## config.mk

```make
export PLATFORM = sky130hd
export DESIGN_NAME = serial_subtractor
export DESIGN_NICKNAME = d
export VERILOG_FILES = /design/src/rtl/serial_subtractor_pkg.sv /design/src/rtl/half_subtractor.sv /design/src/rtl/serial_subtractor.sv
export SDC_FILE = /design/constraint.sdc
export NUM_CORES = 1
export LEC_CHECK = 0
export CORE_MARGIN = 8
export CORE_UTILIZATION = 65
export CTS_CLUSTER_SIZE = 40
export DETAILED_ROUTE_END_ITERATION = 10
export DONT_BUFFER_PORTS = 1
export GPL_ROUTABILITY_DRIVEN = 0
export PLACE_DENSITY = 0.81
export SYNTH_ARGS = -nofsm -noshare
export SYNTH_HDL_FRONTEND = slang
export SYNTH_SLANG_ARGS = --single-unit
export TNS_END_PERCENT = 30
```

## constraint.sdc

```tcl
create_clock -name clk -period 3.21 [get_ports clk]
set_clock_uncertainty 0.15 [all_clocks]
set_input_delay 0.321 -clock clk [delete_from_list [all_inputs] [get_ports clk]]
set_output_delay 0.321 -clock clk [all_outputs]
set_load 0.05 [all_outputs]
```

## src/rtl/serial_subtractor_pkg.sv

```systemverilog
// Shared definitions for the bit-serial subtractor: FSM encoding and counter sizing.
package serial_subtractor_pkg;

   typedef enum logic [1:0] {
      S_IDLE = 2'd0,
      S_RUN  = 2'd1,
      S_DONE = 2'd2
   } state_e;

   // Bit-counter width; never below 1 so a 2-bit datapath still has a counter.
   function automatic int unsigned cnt_w(input int unsigned width);
      return (width < 2) ? 1 : $clog2(width);
   endfunction

endpackage

```

## src/rtl/half_subtractor.sv

```systemverilog
// Combinational one-bit half subtractor: diff = a ^ b, borrow = ~a & b.
module half_subtractor (
   input  logic inbit_0,
   input  logic inbit_1,
   output logic diff,
   output logic borrow_out
);

   assign diff       = inbit_0 ^ inbit_1;
   assign borrow_out = ~inbit_0 & inbit_1;

endmodule

```

## src/rtl/serial_subtractor.sv

```systemverilog
// Bit-serial WIDTH-bit subtractor (minuend - subtrahend), LSB first, one bit per clock,
// with a start/done handshake and registered result flags.
module serial_subtractor
   import serial_subtractor_pkg::*;
#(
   parameter int unsigned WIDTH = 8
) (
   input  logic             clk,
   input  logic             rst,
   input  logic             start,
   input  logic [WIDTH-1:0] minuend,
   input  logic [WIDTH-1:0] subtrahend,
   output logic             busy,
   output logic             done,
   output logic [WIDTH-1:0] difference,
   output logic             borrow_out,
   output logic             overflow,
   output logic             zero
);

   localparam int unsigned     CNT_W = cnt_w(WIDTH);
   localparam logic [CNT_W-1:0] LAST = CNT_W'(WIDTH - 1);

   state_e           state_q, state_d;
   logic [CNT_W-1:0] cnt_q, cnt_d;
   logic             brw_q, brw_d;
   logic [WIDTH-1:0] a_sr_q, a_sr_d;
   logic [WIDTH-1:0] b_sr_q, b_sr_d;
   logic [WIDTH-2:0] r_sr_q, r_sr_d;
   logic             a_msb_q, a_msb_d;
   logic             b_msb_q, b_msb_d;
   logic             busy_q, busy_d;
   logic             done_q, done_d;
   logic [WIDTH-1:0] diff_q, diff_d;
   logic             bout_q, bout_d;
   logic             ovf_q, ovf_d;
   logic             zero_q, zero_d;

   logic             hs0_diff, hs0_brw, bit_d, hs1_brw, brw_next;
   logic [WIDTH-1:0] res_next;

   // Full-subtract cell: two half subtractors chained through the borrow register.
   half_subtractor u_hs0 (
      .inbit_0    (a_sr_q[0]),
      .inbit_1    (b_sr_q[0]),
      .diff       (hs0_diff),
      .borrow_out (hs0_brw)
   );

   half_subtractor u_hs1 (
      .inbit_0    (hs0_diff),
      .inbit_1    (brw_q),
      .diff       (bit_d),
      .borrow_out (hs1_brw)
   );

   assign brw_next = hs0_brw | hs1_brw;
   assign res_next = {bit_d, r_sr_q};

   always_ff @(posedge clk or posedge rst) begin
      if (rst) begin
         state_q <= S_IDLE;
         cnt_q   <= '0;
         brw_q   <= 1'b0;
         a_sr_q  <= '0;
         b_sr_q  <= '0;
         r_sr_q  <= '0;
         a_msb_q <= 1'b0;
         b_msb_q <= 1'b0;
         busy_q  <= 1'b0;
         done_q  <= 1'b0;
         diff_q  <= '0;
         bout_q  <= 1'b0;
         ovf_q   <= 1'b0;
         zero_q  <= 1'b0;
      end else begin
         state_q <= state_d;
         cnt_q   <= cnt_d;
         brw_q   <= brw_d;
         a_sr_q  <= a_sr_d;
         b_sr_q  <= b_sr_d;
         r_sr_q  <= r_sr_d;
         a_msb_q <= a_msb_d;
         b_msb_q <= b_msb_d;
         busy_q  <= busy_d;
         done_q  <= done_d;
         diff_q  <= diff_d;
         bout_q  <= bout_d;
         ovf_q   <= ovf_d;
         zero_q  <= zero_d;
      end
   end

   always_comb begin
      state_d = state_q;
      cnt_d   = cnt_q;
      brw_d   = brw_q;
      a_sr_d  = a_sr_q;
      b_sr_d  = b_sr_q;
      r_sr_d  = r_sr_q;
      a_msb_d = a_msb_q;
      b_msb_d = b_msb_q;
      busy_d  = 1'b0;
      done_d  = 1'b0;
      diff_d  = diff_q;
      bout_d  = bout_q;
      ovf_d   = ovf_q;
      zero_d  = zero_q;

      unique case (state_q)
         S_IDLE, S_DONE: begin
            if (start) begin
               a_sr_d  = minuend;
               b_sr_d  = subtrahend;
               a_msb_d = minuend[WIDTH-1];
               b_msb_d = subtrahend[WIDTH-1];
               brw_d   = 1'b0;
               cnt_d   = '0;
               busy_d  = 1'b1;
               state_d = S_RUN;
            end else begin
               state_d = S_IDLE;
            end
         end
         S_RUN: begin
            a_sr_d = {1'b0, a_sr_q[WIDTH-1:1]};
            b_sr_d = {1'b0, b_sr_q[WIDTH-1:1]};
            r_sr_d = res_next[WIDTH-1:1];
            brw_d  = brw_next;
            cnt_d  = cnt_q + CNT_W'(1);
            busy_d = 1'b1;
            // Final bit: publish the result and flags; overflow uses the captured MSBs.
            if (cnt_q == LAST) begin
               state_d = S_DONE;
               busy_d  = 1'b0;
               done_d  = 1'b1;
               diff_d  = res_next;
               bout_d  = brw_next;
               ovf_d   = (a_msb_q ^ b_msb_q) & (bit_d ^ a_msb_q);
               zero_d  = (res_next == '0);
            end
         end
         default: state_d = S_IDLE;
      endcase
   end

   assign busy       = busy_q;
   assign done       = done_q;
   assign difference = diff_q;
   assign borrow_out = bout_q;
   assign overflow   = ovf_q;
   assign zero       = zero_q;

endmodule

```

# Yosys cells after proc, flatten, opt, wreduce, memory -nomap -nowiden
# Index checks and enable logic that the tools add are counted.
[classes]
add_sub_neg = 1
eq_ne = 5
muxes = 16
n_bitwise = 10
reduce_logical = 7
[ops]
columns = ["cell", "n"]
rows = [
  ["case mux 8 bit (2 select lines)", 2],
  ["2-to-1 mux 8 bit", 2],
  ["zero test 8 bit", 1],
  ["2-to-1 mux 1 bit", 6],
  ["case mux 3 bit (2 select lines)", 1],
  ["AND reduction 2 bit", 3],
  ["!= test 2 bit (second input constant)", 2],
  ["case mux 1 bit (2 select lines)", 2],
  ["case mux 2 bit (2 select lines)", 1],
  ["bitwise XOR 1 bit", 4],
  ["adder 3 x 1 -> 3 bit (second input constant)", 1],
  ["AND 1 bit", 3],
  ["equality test 3 bit (second input constant)", 1],
  ["2-to-1 mux 3 bit", 1],
  ["equality test 2 x 1 -> 1 bit (second input constant)", 1],
  ["equality test 2 bit (second input constant)", 1],
  ["zero test 2 bit", 1],
  ["2-to-1 mux 2 bit", 1],
  ["NOT 1 bit", 2],
  ["nonzero test 2 bit", 1],
  ["OR reduction 2 bit", 1],
  ["bitwise OR 1 bit", 1],
]
[word_totals]
regBits = 44
in_bits = 19
output_inout_bits = 13

# Logic depth before layout (Yosys ltp)
# Gate-level depths: netlist of the first run.
[depth]
word_depth = 5
depth_mapped = 6

# Cells and area by module
# A second synthesis of the first run with hierarchy kept.
[unflattened]
hier_cells = 171
area_unflattened_um2 = 1871.8
[by_module_without_submodules]
columns = ["mod", "n_inst", "cells_per_inst", "area_each_um2", "seq_area_each_um2"]
rows = [
  ["serial_subtractor", 1, 165, 1831.8, 1101.1],
  ["half_subtractor", 2, 3, 20.0, 0.0],
]

# Worst setup path before layout of the first run
# Ideal clock, no wire load.
[synth_path]
path_kind = "register to register"
from = "register cnt_q[0]"
to = "register diff_q[0], in the netlist difference[0]"
setup_time_ps = 125
arrival_time_ps = 1330
t_required_ps = 2935
path_slack_ps = 1605
path_stages_with_launch = 6
synth_period_minus_slack_ps = 1605
path_cell_list = "dfrtp_1 > ha_1 > ha_1 > nand3b_4 > buf_6 > mux2_4"
[synth_between]
elab_chain_cells = 2
[synth_lines]
columns = ["item", "line", "text"]
rows = [
  ["start, declared", "serial_subtractor.sv:25", "logic [CNT_W-1:0] cnt_q, cnt_d;"],
  ["start signal, assigned", "serial_subtractor.sv:78", "cnt_q <= cnt_d;"],
  ["equality test 3 bit", "serial_subtractor.sv:133", "if (cnt_q == LAST) begin"],
  ["AND reduction 2 bit (no source line)", "-", ""],
  ["end signal, assigned", "serial_subtractor.sv:87", "diff_q <= diff_d;"],
  ["end, declared", "serial_subtractor.sv:34", "logic [WIDTH-1:0] diff_q, diff_d;"],
]
# Every way passes these cells.
# A chain may end at the register's enable or synchronous reset.

# Final worst setup path of the first run
[layout_path]
from = "register state_q[0]"
to = "register b_sr_q[3]"
[layout_between]
elab_chain_cells = 4
[layout_lines]
columns = ["item", "line", "text"]
rows = [
  ["start, declared", "serial_subtractor.sv:24", "state_e state_q, state_d;"],
  ["start signal, assigned", "serial_subtractor.sv:77", "state_q <= state_d;"],
  ["equality test 2 bit or zero test 2 bit (tied branches)", "serial_subtractor.sv:110", "unique case (state_q)"],
  ["OR reduction 2 bit", "serial_subtractor.sv:110", ""],
  ["!= test 2 bit (no source line) or nonzero test 2 bit (tied branches)", "-", ""],
  ["AND reduction 2 bit (no source line)", "-", ""],
  ["end signal, assigned", "serial_subtractor.sv:81", "b_sr_q <= b_sr_d;"],
  ["end, declared", "serial_subtractor.sv:28", "logic [WIDTH-1:0] b_sr_q, b_sr_d;"],
]
# Parallel ways exist; a longest one is shown, timed or not.

==> impl_results.md, run 1 <==
* Post-CTS setup buffer count at 0
* Number of instances in the synthesized netlist at 165
* Pwr/cell area at roughly 1200 nW/um^2
* Filler Cell Count at ~210
* Remaining DRCs at 0
* Clock tree from TritonCTS: built
* Per-cell routed wire length at 17.2 um
* Type of the worst setup path: reg -> reg
* Total area of multi-input combinational cells at between 600 and 700 sq um
* First-pass DRT Iterations at 4
* CTS sink count at 44
* I/O pin total at 32
* Dominant cells by area after synthesis: sky130_fd_sc_hd__dfrtp_1 60%, sky130_fd_sc_hd__nand2_1 6.3%, sky130_fd_sc_hd__o22ai_1 4.8%
* Setup TNS at 0 ns
* Antenna Nets Post-Route at 0
* Number of max-cap violations at 0
* Shortest period the worst path allows at about 1.7 ns
* Cell accounting for the most synthesized area: sky130_fd_sc_hd__dfrtp_1
* Max_slew headroom at about two fifths
* Count of final setup violators at 0
* Global-route wire length before repair at 5870 um
* Post-synth top area share at 59.9%
* Fin cells at 200
* Leading cell types in the layout, fill and taps excluded: 44 x sky130_fd_sc_hd__dfrtp_1, 31 x sky130_fd_sc_hd__nand2_1, 14 x sky130_fd_sc_hd__o22ai_1, 14 x sky130_fd_sc_hd__nor2_1, 13 x sky130_fd_sc_hd__nor3_1
* Standby leakage power at 0.910 nW
* Cts bufs inserted at 5
* Most common cell after layout, fill and taps aside: sky130_fd_sc_hd__dfrtp_1
* Total routing usage reported by global routing at between 10% and 20%
* Total Routed Length at around 3400 um
* Highest achievable clock rate at 577 MHz
* FF/Latch Area at 1100 sq um
* Horizontal die dimension at about 69 um
* CTS-repair resized insts at 0
* Ant. Diodes at 0
* Arrival @ worst endpoint at 1.86 ns
* R2R setup slack at 1.48 ns
* Busiest metal layer after global routing: met2
* Via count of the first global-routing pass at 1215
* Top flip-flop cell by instance count after synthesis: sky130_fd_sc_hd__dfrtp_1
* Hold Worst Slack at 0.00834 ns
* Number of antenna violations at the first check in global routing at 0
* HPWL after detailed placement at between 2000 and 2500 um
* Vert. Die Dim at 69.2 um
* Top fanout value on the critical path at 26
* RSZ-0062 raised after global routing: no
* Fraction of layout instances using a drive strength above 1 at 12.4%
* Post-Syn Nets at about 190
* Clock-pin transition on the worst setup and hold timing paths at roughly 0.13 ns
* Hold-fix buffers, CTS at 3
* Kind of start point of the critical path: flop
* Hold Violations, Final at 0
* Avg Cell Area, Syn at 11.1 sq um
* Setup crit end kind: flop
* Post-synthesis to final-layout area growth at 4.76%
* DRT iter0 DRCs at a little under 90
* Measured slew at the worst slew-check pin at 0.927 ns
* Cell area after synthesis at 1840 sq um
* Standard cell with the maximum stage delay on the critical path: sky130_fd_sc_hd__nand2b_1
* Combined buffer and inverter count along the critical path at 0
* Flip-flop and latch count after synthesis at 44
* Required @ worst endpoint at 3.34 ns
* Met2 GRT Util at 23.5%
* Met1 routing resource usage after global routing at approximately 17%
* Number of warnings issued by yosys at 0
* Final clock period utilization by the worst path at between 50 and 60%
* Cell chosen for the clock root: sky130_fd_sc_hd__clkbuf_4
* Critical Path Max Stage Delay at 0.68 ns
* Max-slew violation count at 0
* Initial cell density of the core at 67.3%
* Net total in the final layout at 190
* Remaining global-route overflow at 0
* Synth cell types at 26
* Proportion of register bits with asynchronous set or reset after synthesis at 100%
* Max IR drop VDD at 0.868 mV
* Total number of H-tree levels at 2
* GR Util met3 at 7.15%
* Cell class contributing the biggest share of worst-path delay: simple AND/OR/NAND/NOR gates
* Number of flops mapped to enable cells by yosys at 0
* Worst min-delay path class: in -> reg
* Standard-cell row count at 19
* Result of the run: completed
* List of cells traversed by the critical path: nand2b_1 > o22ai_1 > nor2_1
* Cell total after placement at 188
* Largest net degree at the start of global routing at 45
* Fraction of the yosys area taken by sequential cells at 59.9%
* Via/cell ratio at 6.03
* Maximum number of buffers from clock root to sink at 2
* Die Footprint at ~4800 sq um
* Port-buffer cells at 0
* Via count at 1205
* Core area at between 2000 and 3000 sq um
* Later-pin clock latency in the skew report at around 0.35 ns
* Util after Layout at between 70% and 80%
==> cell type report <==
class                           instances  share of cell area, %
Clock buffer                            5                   1.95
Clock inverter                          3                   2.21
Inverter                                5                  0.974
Multi-Input combinational cell        106                   32.9
Sequential cell                        44                   57.1
Tap cell                               31                   2.01
Timing Repair Buffer                    6                   2.86
==> final timing paths <==
path / startpoint / endpoint / cells past startpoint
worst max-delay path: state_q[0] / b_sr_q[3] / 3
worst min-delay path: minuend[2] / a_sr_q[2] / 2
worst max register to register: state_q[0] / b_sr_q[3] / 3
worst min register to register: cnt_q[0] / cnt_q[0] / 1
max in group asynchronous: rst / b_sr_q[2] / 3
min in group asynchronous: rst / busy / 3
==> metal layers <==
layer	share of wire [%]	up-vias	wire, um
met1	40	591	1380
met2	49	39	1680
met4	1.4	0	47
met5	0	-	0
met3	9.3	5	319
li1	-	570	-
==> synthesized netlist by cell type, types with 2 or more instances <==
cell type / count
sky130_fd_sc_hd__mux2_4: 2
sky130_fd_sc_hd__dfrtp_1: 44
sky130_fd_sc_hd__buf_4: 2
sky130_fd_sc_hd__nor3_1: 13
sky130_fd_sc_hd__nand2_1: 31
sky130_fd_sc_hd__o21ai_0: 5
sky130_fd_sc_hd__nor4_1: 2
sky130_fd_sc_hd__o22ai_1: 14
sky130_fd_sc_hd__a21oi_1: 2
sky130_fd_sc_hd__inv_1: 5
sky130_fd_sc_hd__buf_6: 5
sky130_fd_sc_hd__ha_1: 2
sky130_fd_sc_hd__buf_2: 3
sky130_fd_sc_hd__a22o_1: 4
sky130_fd_sc_hd__nand2b_1: 2
sky130_fd_sc_hd__mux2_2: 6
sky130_fd_sc_hd__nor2_1: 14
==> cells by family after synthesis <==
family / count (synthesis) / synth area share (%)
adder cells (fa/ha/maj): 3 / 2.45
buffers and inverters: 15 / 5.71
multiplexers: 8 / 5.31
AO/OA/AOI/OAI: 27 / 9.32
AND/OR/NAND/NOR: 68 / 17.3
flip-flops: 44 / 59.9
==> flip-flops by register name (all words and copies together), names as in the netlist, 2 cells and up <==
| signal | count |
|---|---|
| b_sr_q | 8 |
| a_sr_q | 8 |
| state_q | 2 |
| r_sr_q | 7 |
| difference | 8 |
| cnt_q | 3 |
==> worst register-to-register path: cells and delay by family, from the launching register on <==
family,cells,cell delay (ns)
DFF,1,0.46
and+or+nand+nor,2,0.84
AOI/OAI and AO/OA,1,0.21
==> metrics by stage <==
step                      total power (W)  area, sq um  setup WS (ns)
after floorplan                   0.00184         1840           1.60
after global placement            0.00189         1810           1.55
after detailed placement          0.00196         1810           1.51
after CTS                         0.00230         1920           1.47
after global routing              0.00245         1930           1.33
final                             0.00228         1930           1.48
==> power breakdown <==
part	internal, W	leakage (nW)	switching (W)	total, W
combinational	0.000307	0.334	0.000398	0.000704
clock	0.000162	0.0412	0.000175	0.000338
sequential	0.000808	0.535	0.000432	0.00124
total	0.00128	0.910	0.00101	0.00228
Note: power is estimated with default switching activity, not from simulation.
==> run 2: changes to the inputs <==
--- a/config.mk
+++ b/config.mk
@@ -6,12 +6,12 @@
 export NUM_CORES = 1
 export LEC_CHECK = 0
 export CORE_MARGIN = 8
-export CORE_UTILIZATION = 65
+export CORE_UTILIZATION = 55
 export CTS_CLUSTER_SIZE = 40
 export DETAILED_ROUTE_END_ITERATION = 10
 export DONT_BUFFER_PORTS = 1
 export GPL_ROUTABILITY_DRIVEN = 0
-export PLACE_DENSITY = 0.81
+export PLACE_DENSITY = 0.73
 export SYNTH_ARGS = -nofsm -noshare
 export SYNTH_HDL_FRONTEND = slang
 export SYNTH_SLANG_ARGS = --single-unit
==> constraint.sdc (replaced) <==
create_clock -name clk -period 1.54 [get_ports clk]
set_clock_uncertainty 0.15 [all_clocks]
set_input_delay 0.154 -clock clk [delete_from_list [all_inputs] [get_ports clk]]
set_output_delay 0.154 -clock clk [all_outputs]
set_load 0.05 [all_outputs]
==> run 2 against run 1 <==
Against the previous run: the run now ends with negative setup slack left; routed wire length is 15% higher; design area is 21% higher; critical path depth is 2 higher; register-to-register slack worse by 1.6 ns; non-clock buffer count is 36 higher; critical endpoint is now zero; largest power group is now combinational logic.
==> impl_results.md, run 2 (synthesis gave the netlist of run 1 again) <==
* Result of the run: finished with violations
* Violated checks: negative setup slack
* Cts bufs inserted at 5 (unchanged)
* Setup crit end kind: flop
* Pwr/cell area at 2340 nW/um^2 (+97%)
* Maximum number of buffers from clock root to sink at 2 (unchanged)
* Cell class contributing the biggest share of worst-path delay: adder cells
* Util after Layout at 70.9% (+0.45 points)
* Clock tree from TritonCTS: built
* Remaining global-route overflow at 0 (unchanged)
* Highest achievable clock rate at 612 MHz (+6.0%)
* Horizontal die dimension at 73.8 um (+6.7%)
* CTS sink count at 44 (unchanged)
* Hold Worst Slack at 0.0657 ns (+0.0573 ns)
* RSZ-0062 raised after global routing: yes
* Largest net degree at the start of global routing at 27 (-40%)
* Critical Path Max Stage Delay at 0.47 ns (-0.21 ns)
* Count of final setup violators at 3 (+3)
* Number of max-cap violations at 0 (unchanged)
* First-pass DRT Iterations at 4 (unchanged)
* Most common cell after layout, fill and taps aside: sky130_fd_sc_hd__dfrtp_1
* Measured slew at the worst slew-check pin at 0.492 ns (-0.436 ns)
* P_sw at 0.00228 W (+130%)
* Total Routed Length at 3930 um (+15%)
* FF/Latch Area at 1100 sq um (unchanged)
* Fraction of layout instances using a drive strength above 1 at 23.8% (+11 points)
* Fin cells at 252 (+26%)
* Comb power frac at 45.6% (+15 points)
* Total area of multi-input combinational cells at 678 sq um (+7.1%)
* Die Footprint at 5450 sq um (+14%)
* Reg power frac at 41.3% (-13 points)
* Via/cell ratio at 5.35 (-11%)
* Net total in the final layout at 227 (+19%)
* Via count at 1347 (+12%)
* HPWL after detailed placement at 2490 um (+5.8%)
* Port-buffer cells at 0 (unchanged)
* Worst min-delay path class: in -> reg
* Top fanout value on the critical path at 4 (-85%)
* Max_slew headroom at 67.2% (+29 points)
* Internal power contribution at 0.00316 W (+150%)
* Hold Violations, Final at 0 (unchanged)
* Ant. Diodes at 0 (unchanged)
* Required @ worst endpoint at 1.67 ns (-1.67 ns)
* Max-slew violation count at 0 (unchanged)
* Setup TNS at -0.235 ns (-0.235 ns)
* Post-Place Cell Area at 1990 sq um (+9.9%)
* Vert. Die Dim at 73.8 um (+6.7%)
* List of cells traversed by the critical path: inv_2 > fa_2 > nor4_2 > nand2_1 > o21ai_1
* Leading cell types in the layout, fill and taps excluded: 44 x sky130_fd_sc_hd__dfrtp_1, 31 x sky130_fd_sc_hd__nand2_1, 21 x sky130_fd_sc_hd__buf_4
* Later-pin clock latency in the skew report at 0.36 ns (about the same)
* Shortest period the worst path allows at 1.63 ns (-0.0985 ns)
* Fraction of power consumed by the clock network at 13.1% (-1.7 points)
* Standard-cell row count at 21 (+2)
* Cell total after placement at 219 (+16%)
* R2R setup slack at -0.09 ns (-1.57 ns)
* Max IR drop VDD at 1.25 mV (+44%)
* Antenna Nets Post-Route at 0 (unchanged)
* Initial cell density of the core at 56.0% (-11 points)
* Cell chosen for the clock root: sky130_fd_sc_hd__clkbuf_4
* Total number of H-tree levels at 2 (unchanged)
* Global-route wire length before repair at 6380 um (+8.8%)
* Arrival @ worst endpoint at 1.76 ns (-0.10 ns)
* Via count of the first global-routing pass at 1366 (+12%)
* Final clock period utilization by the worst path at 106% (+52 points)
* Design Area, Final at 2330 sq um (+21%)
* Post-synthesis to final-layout area growth at 26.7%
* Clock-pin transition on the worst setup and hold timing paths at 0.14 ns (about the same)
* Core area at 3280 sq um (+20%)
* Setup slack of the critical path after layout at -0.0935 ns (-1.57 ns)
* I/O pin total at 32 (unchanged)
* Fraction of power spent switching nets at 41.9% (-2.1 points)
* Standard cell with the maximum stage delay on the critical path: sky130_fd_sc_hd__fa_2
* Combined buffer and inverter count along the critical path at 1 (+1)
* DRT iter0 DRCs at 86 (-2.3%)
* Kind of start point of the critical path: flop
* Number of antenna violations at the first check in global routing at 0 (unchanged)
* Remaining DRCs at 0 (unchanged)
* Type of the worst setup path: reg -> reg
* Total routing usage reported by global routing at 15.5% (+0.62 points)
* Filler Cell Count at 246 (+15%)
* Per-cell routed wire length at 15.6 um (-9.1%)
* Standby leakage power at 1.10 nW (+21%)
run 2: worst register-to-register path, stage by stage, from the launching register on:
cell and delay (ns):
sky130_fd_sc_hd__dfrtp_1 0.42, sky130_fd_sc_hd__inv_2 0.06, sky130_fd_sc_hd__fa_2 0.47, sky130_fd_sc_hd__nor4_2 0.22, sky130_fd_sc_hd__nand2_1 0.10, sky130_fd_sc_hd__o21ai_1 0.13
run 2: path summary, 6_finish.rpt:
| check | from | endpoint | cells past startpoint |
|---|---|---|---|
| setup / recovery | brw_q | zero | 5 |
| max in group asynchronous | rst | b_sr_q[2] | 3 |
| setup reg to reg | brw_q | zero | 5 |
| hold reg to reg | difference[6] | difference[6] | 1 |
| min in group asynchronous | rst | difference[1] | 3 |
| hold / removal | start | a_msb_q | 4 |
run 2: repair_timing:
item | 4_1_cts | 5_1_grt
resized for setup | 4 | 6
hold buffers | 18 | 0
setup buffers | 3 | 3
setup endpoints to repair | 11 | 19
cloned | 1 | 0
pin swaps | 1 | 1
endpoints found under the hold margin | 64 | 0
run 2: layout make-up:
type | instances | share of cell area [%]
Clock inverter | 2 | 1.50
Timing Repair Buffer | 42 | 17.1
Clock buffer | 6 | 1.77
Tap cell | 46 | 2.47
Multi-Input combinational cell | 107 | 29.1
Sequential cell | 44 | 47.3
Inverter | 5 | 0.806
run 2: power groups by stage:
stage	Sequential (W)	Clock [W]	Combinational, W
floorplan	0.00250	0	0.00133
global placement	0.00220	0	0.00211
detailed placement	0.00224	0	0.00221
CTS	0.00222	0.000708	0.00237
global route	0.00232	0.000774	0.00271
finish	0.00225	0.000712	0.00248
run 2: metrics by stage:
stage          setup slack (ns)  total power [W]
2_1_floorplan           -0.0281          0.00383
3_3_place_gp          -0.000676          0.00432
3_5_place_dp            -0.0690          0.00444
4_1_cts                 -0.0730          0.00530
5_1_grt                  -0.187          0.00581
6_report                -0.0935          0.00544
run 2: layer usage:
layer / global-route usage, % / vias to the layer above / wire length, um
met2: 25.0 / 37 / 1920
li1: - / 649 / -
met1: 17.8 / 655 / 1640
met3: 6.28 / 6 / 289
met4: 5.99 / 0 / 78
met5: 0 / - / 0
==> run 3: changes to the inputs <==
--- a/config.mk
+++ b/config.mk
@@ -6,12 +6,11 @@
 export NUM_CORES = 1
 export LEC_CHECK = 0
 export CORE_MARGIN = 8
-export CORE_UTILIZATION = 55
+export CORE_UTILIZATION = 46
 export CTS_CLUSTER_SIZE = 40
 export DETAILED_ROUTE_END_ITERATION = 10
-export DONT_BUFFER_PORTS = 1
 export GPL_ROUTABILITY_DRIVEN = 0
-export PLACE_DENSITY = 0.73
+export PLACE_DENSITY = 0.74
 export SYNTH_ARGS = -nofsm -noshare
 export SYNTH_HDL_FRONTEND = slang
 export SYNTH_SLANG_ARGS = --single-unit
==> run 3 against run 2 <==
Against the previous run: the flow still finishes with violations (negative setup slack); critical path type unchanged; sequential power decreased by 3%; register-to-register slack improved by 0.07 ns; critical path depth did not move; highest routed layer unchanged.
==> impl_results.md, run 3 (synthesis gave the netlist of run 1 again) <==
* Result of the run: finished with violations
* Violated checks: negative setup slack
* Die Footprint at 6280 sq um (+15%)
* Maximum number of buffers from clock root to sink at 2 (unchanged)
* Ant. Diodes at 0 (unchanged)
* Total Routed Length at 3930 um (about the same)
* Endpoint of the worst register-to-register path: overflow
* Leading cell types in the layout, fill and taps excluded: 44 x sky130_fd_sc_hd__dfrtp_1, 31 x sky130_fd_sc_hd__nand2_1, 18 x sky130_fd_sc_hd__clkdlybuf4s50_1
* Standard cell with the maximum stage delay on the critical path: sky130_fd_sc_hd__fa_2
* Post-layout total power at 0.00593 W (+9.1%)
* Fin cells at 258 (+2.4%)
* Net total in the final layout at 229 (+0.88%)
* Total number of H-tree levels at 2 (unchanged)
* Cell total after placement at 246 (+12%)
* Length in cells of the worst reg-to-reg path at 5 (unchanged)
* Post-synthesis to final-layout area growth at 37.9%
* Horizontal die dimension at 79.2 um (+7.3%)
* Pwr/cell area at 2340 nW/um^2 (+0.18%)
* Hold Violations, Final at 0 (unchanged)
* I/O pin total at 32 (unchanged)
* Reg-to-reg critical path startpoint: b_sr_q[0]
* Global-route wire length before repair at 6850 um (+7.3%)
* Number of max-cap violations at 0 (unchanged)
* Arrival @ worst endpoint at 1.64 ns (-0.12 ns)
* First-pass DRT Iterations at 4 (unchanged)
* Setup slack of the critical path after layout at -0.0257 ns (+0.0678 ns)
* Final clock period utilization by the worst path at 102% (-4.4 points)
* CTS sink count at 44 (unchanged)
* Cell chosen for the clock root: sky130_fd_sc_hd__clkbuf_8
* Clock-pin transition on the worst setup and hold timing paths at 0.08 ns (-0.06 ns)
* Count of final setup violators at 1 (-2)
* Highest achievable clock rate at 639 MHz (+4.3%)
* Largest net degree at the start of global routing at 45 (+67%)
* Via/cell ratio at 5.25 (-1.8%)
* DRT iter0 DRCs at 76 (-12%)
* Fraction of layout instances using a drive strength above 1 at 26.0% (+2.2 points)
* Combined buffer and inverter count along the critical path at 1 (unchanged)
* Vert. Die Dim at 79.2 um (+7.3%)
* Initial cell density of the core at 47.0% (-9.0 points)
* Most common cell after layout, fill and taps aside: sky130_fd_sc_hd__dfrtp_1
* Max IR drop VDD at 1.01 mV (-19%)
* Setup crit end kind: flop
* Clock tree from TritonCTS: built
* Worst setup endpoint: overflow
* Source of the critical timing path: b_sr_q[0]
* Remaining DRCs at 0 (unchanged)
* Cell count along the critical path at 5 (unchanged)
* Number of antenna violations at the first check in global routing at 0 (unchanged)
* Via count of the first global-routing pass at 1496 (+9.5%)
* Standard-cell row count at 23 (+9.5%)
* Antenna Nets Post-Route at 0 (unchanged)
* Measured slew at the worst slew-check pin at 0.290 ns (-0.202 ns)
* Type of the worst setup path: reg -> reg
* Shortest period the worst path allows at 1.57 ns (-0.0678 ns)
* HPWL after detailed placement at 2770 um (+11%)
* Remaining global-route overflow at 0 (unchanged)
* Kind of start point of the critical path: flop
* Core area at 3910 sq um (+19%)
* Total routing usage reported by global routing at 13.8% (-1.7 points)
* Cell class contributing the biggest share of worst-path delay: adder cells
* Cts bufs inserted at 5 (unchanged)
* Per-cell routed wire length at 15.2 um (-2.4%)
* Standby leakage power at 1.16 nW (+5.7%)
* Max_slew headroom at 80.7% (+13 points)
* R2R setup slack at -0.03 ns (+0.07 ns)
* Max-slew violation count at 0 (unchanged)
* Critical Path Max Stage Delay at 0.64 ns (+0.17 ns)
* Later-pin clock latency in the skew report at 0.29 ns (-0.07 ns)
* RSZ-0062 raised after global routing: yes
* Filler Cell Count at 331 (+35%)
* Top fanout value on the critical path at 5 (+1)
* Required @ worst endpoint at 1.62 ns (-0.05 ns)
* Worst min-delay path class: in -> async
* List of cells traversed by the critical path: inv_2 > fa_2 > and3b_1 > a21oi_2 > o21ai_1
* Via count at 1354 (+0.52%)
* Port-buffer cells at 31 (+31)
-- run 3: cell types whose count changed in the layout (fill, tap and decap cells not counted), moves of 5 or more --
cell	previous run	this run
sky130_fd_sc_hd__buf_12	3	16
sky130_fd_sc_hd__buf_4	21	10
sky130_fd_sc_hd__clkbuf_4	5	0
sky130_fd_sc_hd__clkbuf_8	0	6
sky130_fd_sc_hd__clkdlybuf4s50_1	0	18
sky130_fd_sc_hd__dlygate4sd3_1	18	0
-- run 3: worst min path at each step --
| stage | endpoint | slack [ns] | cells past startpoint |
|---|---|---|---|
| after detailed placement | brw_q | 0.33 | 1 |
| final | borrow_out | 0.08 | 3 |
| after global placement | brw_q | 0.32 | 1 |
| after global routing | done | 0.10 | 3 |
| after CTS | a_sr_q[7] | 0.09 | 3 |
| after floorplan | a_msb_q | 0.11 | 2 |
-- run 3: worst register-to-register path: stages (launching register included) --
cell and delay [ns]:
sky130_fd_sc_hd__dfrtp_1 0.34, sky130_fd_sc_hd__inv_2 0.05, sky130_fd_sc_hd__fa_2 0.64, sky130_fd_sc_hd__and3b_1 0.19, sky130_fd_sc_hd__a21oi_2 0.03, sky130_fd_sc_hd__o21ai_1 0.10
-- run 3: layout make-up --
type	count	area (sq um)	area share [%]
Tap cell	50	62.6	2.47
Sequential cell	44	1100	43.4
Clock inverter	2	10.0	0.395
Timing Repair Buffer	44	576	22.7
Inverter	5	18.8	0.740
Clock buffer	6	82.6	3.26
Multi-Input combinational cell	107	686	27.0
-- run 3: repair_timing --
| item | in CTS | in global routing |
|---|---|---|
| pin swaps | 2 | 2 |
| gates resized for setup | 6 | 6 |
| setup buffers | 1 | 2 |
| cloned | 1 | 0 |
| hold buffers | 0 | 0 |
| setup endpoints to repair | 8 | 12 |
-- run 3: metrics by stage --
| step | util [%] | area (sq um) | worst slack (ns) | hold slack [ns] | setup TNS, ns |
|---|---|---|---|---|---|
| 2_1_floorplan | - | 1840 | -0.0281 | 0.109 | -0.0563 |
| 6_report | 64.8 | 2540 | -0.0257 | 0.0844 | -0.0257 |
| 3_3_place_gp | 60.6 | 2370 | -0.0284 | 0.325 | -0.100 |
| 4_1_cts | 63.9 | 2500 | -0.0132 | 0.0859 | -0.0296 |
| 3_5_place_dp | 60.6 | 2370 | -0.0716 | 0.333 | -0.371 |
| 5_1_grt | 64.8 | 2540 | -0.107 | 0.105 | -0.289 |
-- run 3: metal layers --
metal / vias up / track usage [%] / routed length, um
met4: 0 / 6.85 / 62
met2: 37 / 24.1 / 2020
met5: - / 0 / 0
li1: 648 / - / -
met1: 663 / 15.2 / 1670
met3: 6 / 3.50 / 173
-- run 3: power breakdown --
group / internal (W) / switching [W] / total [W]
Clock: 0.000358 / 0.000371 / 0.000728
Sequential: 0.00170 / 0.000479 / 0.00218
Combinational: 0.00149 / 0.00154 / 0.00303
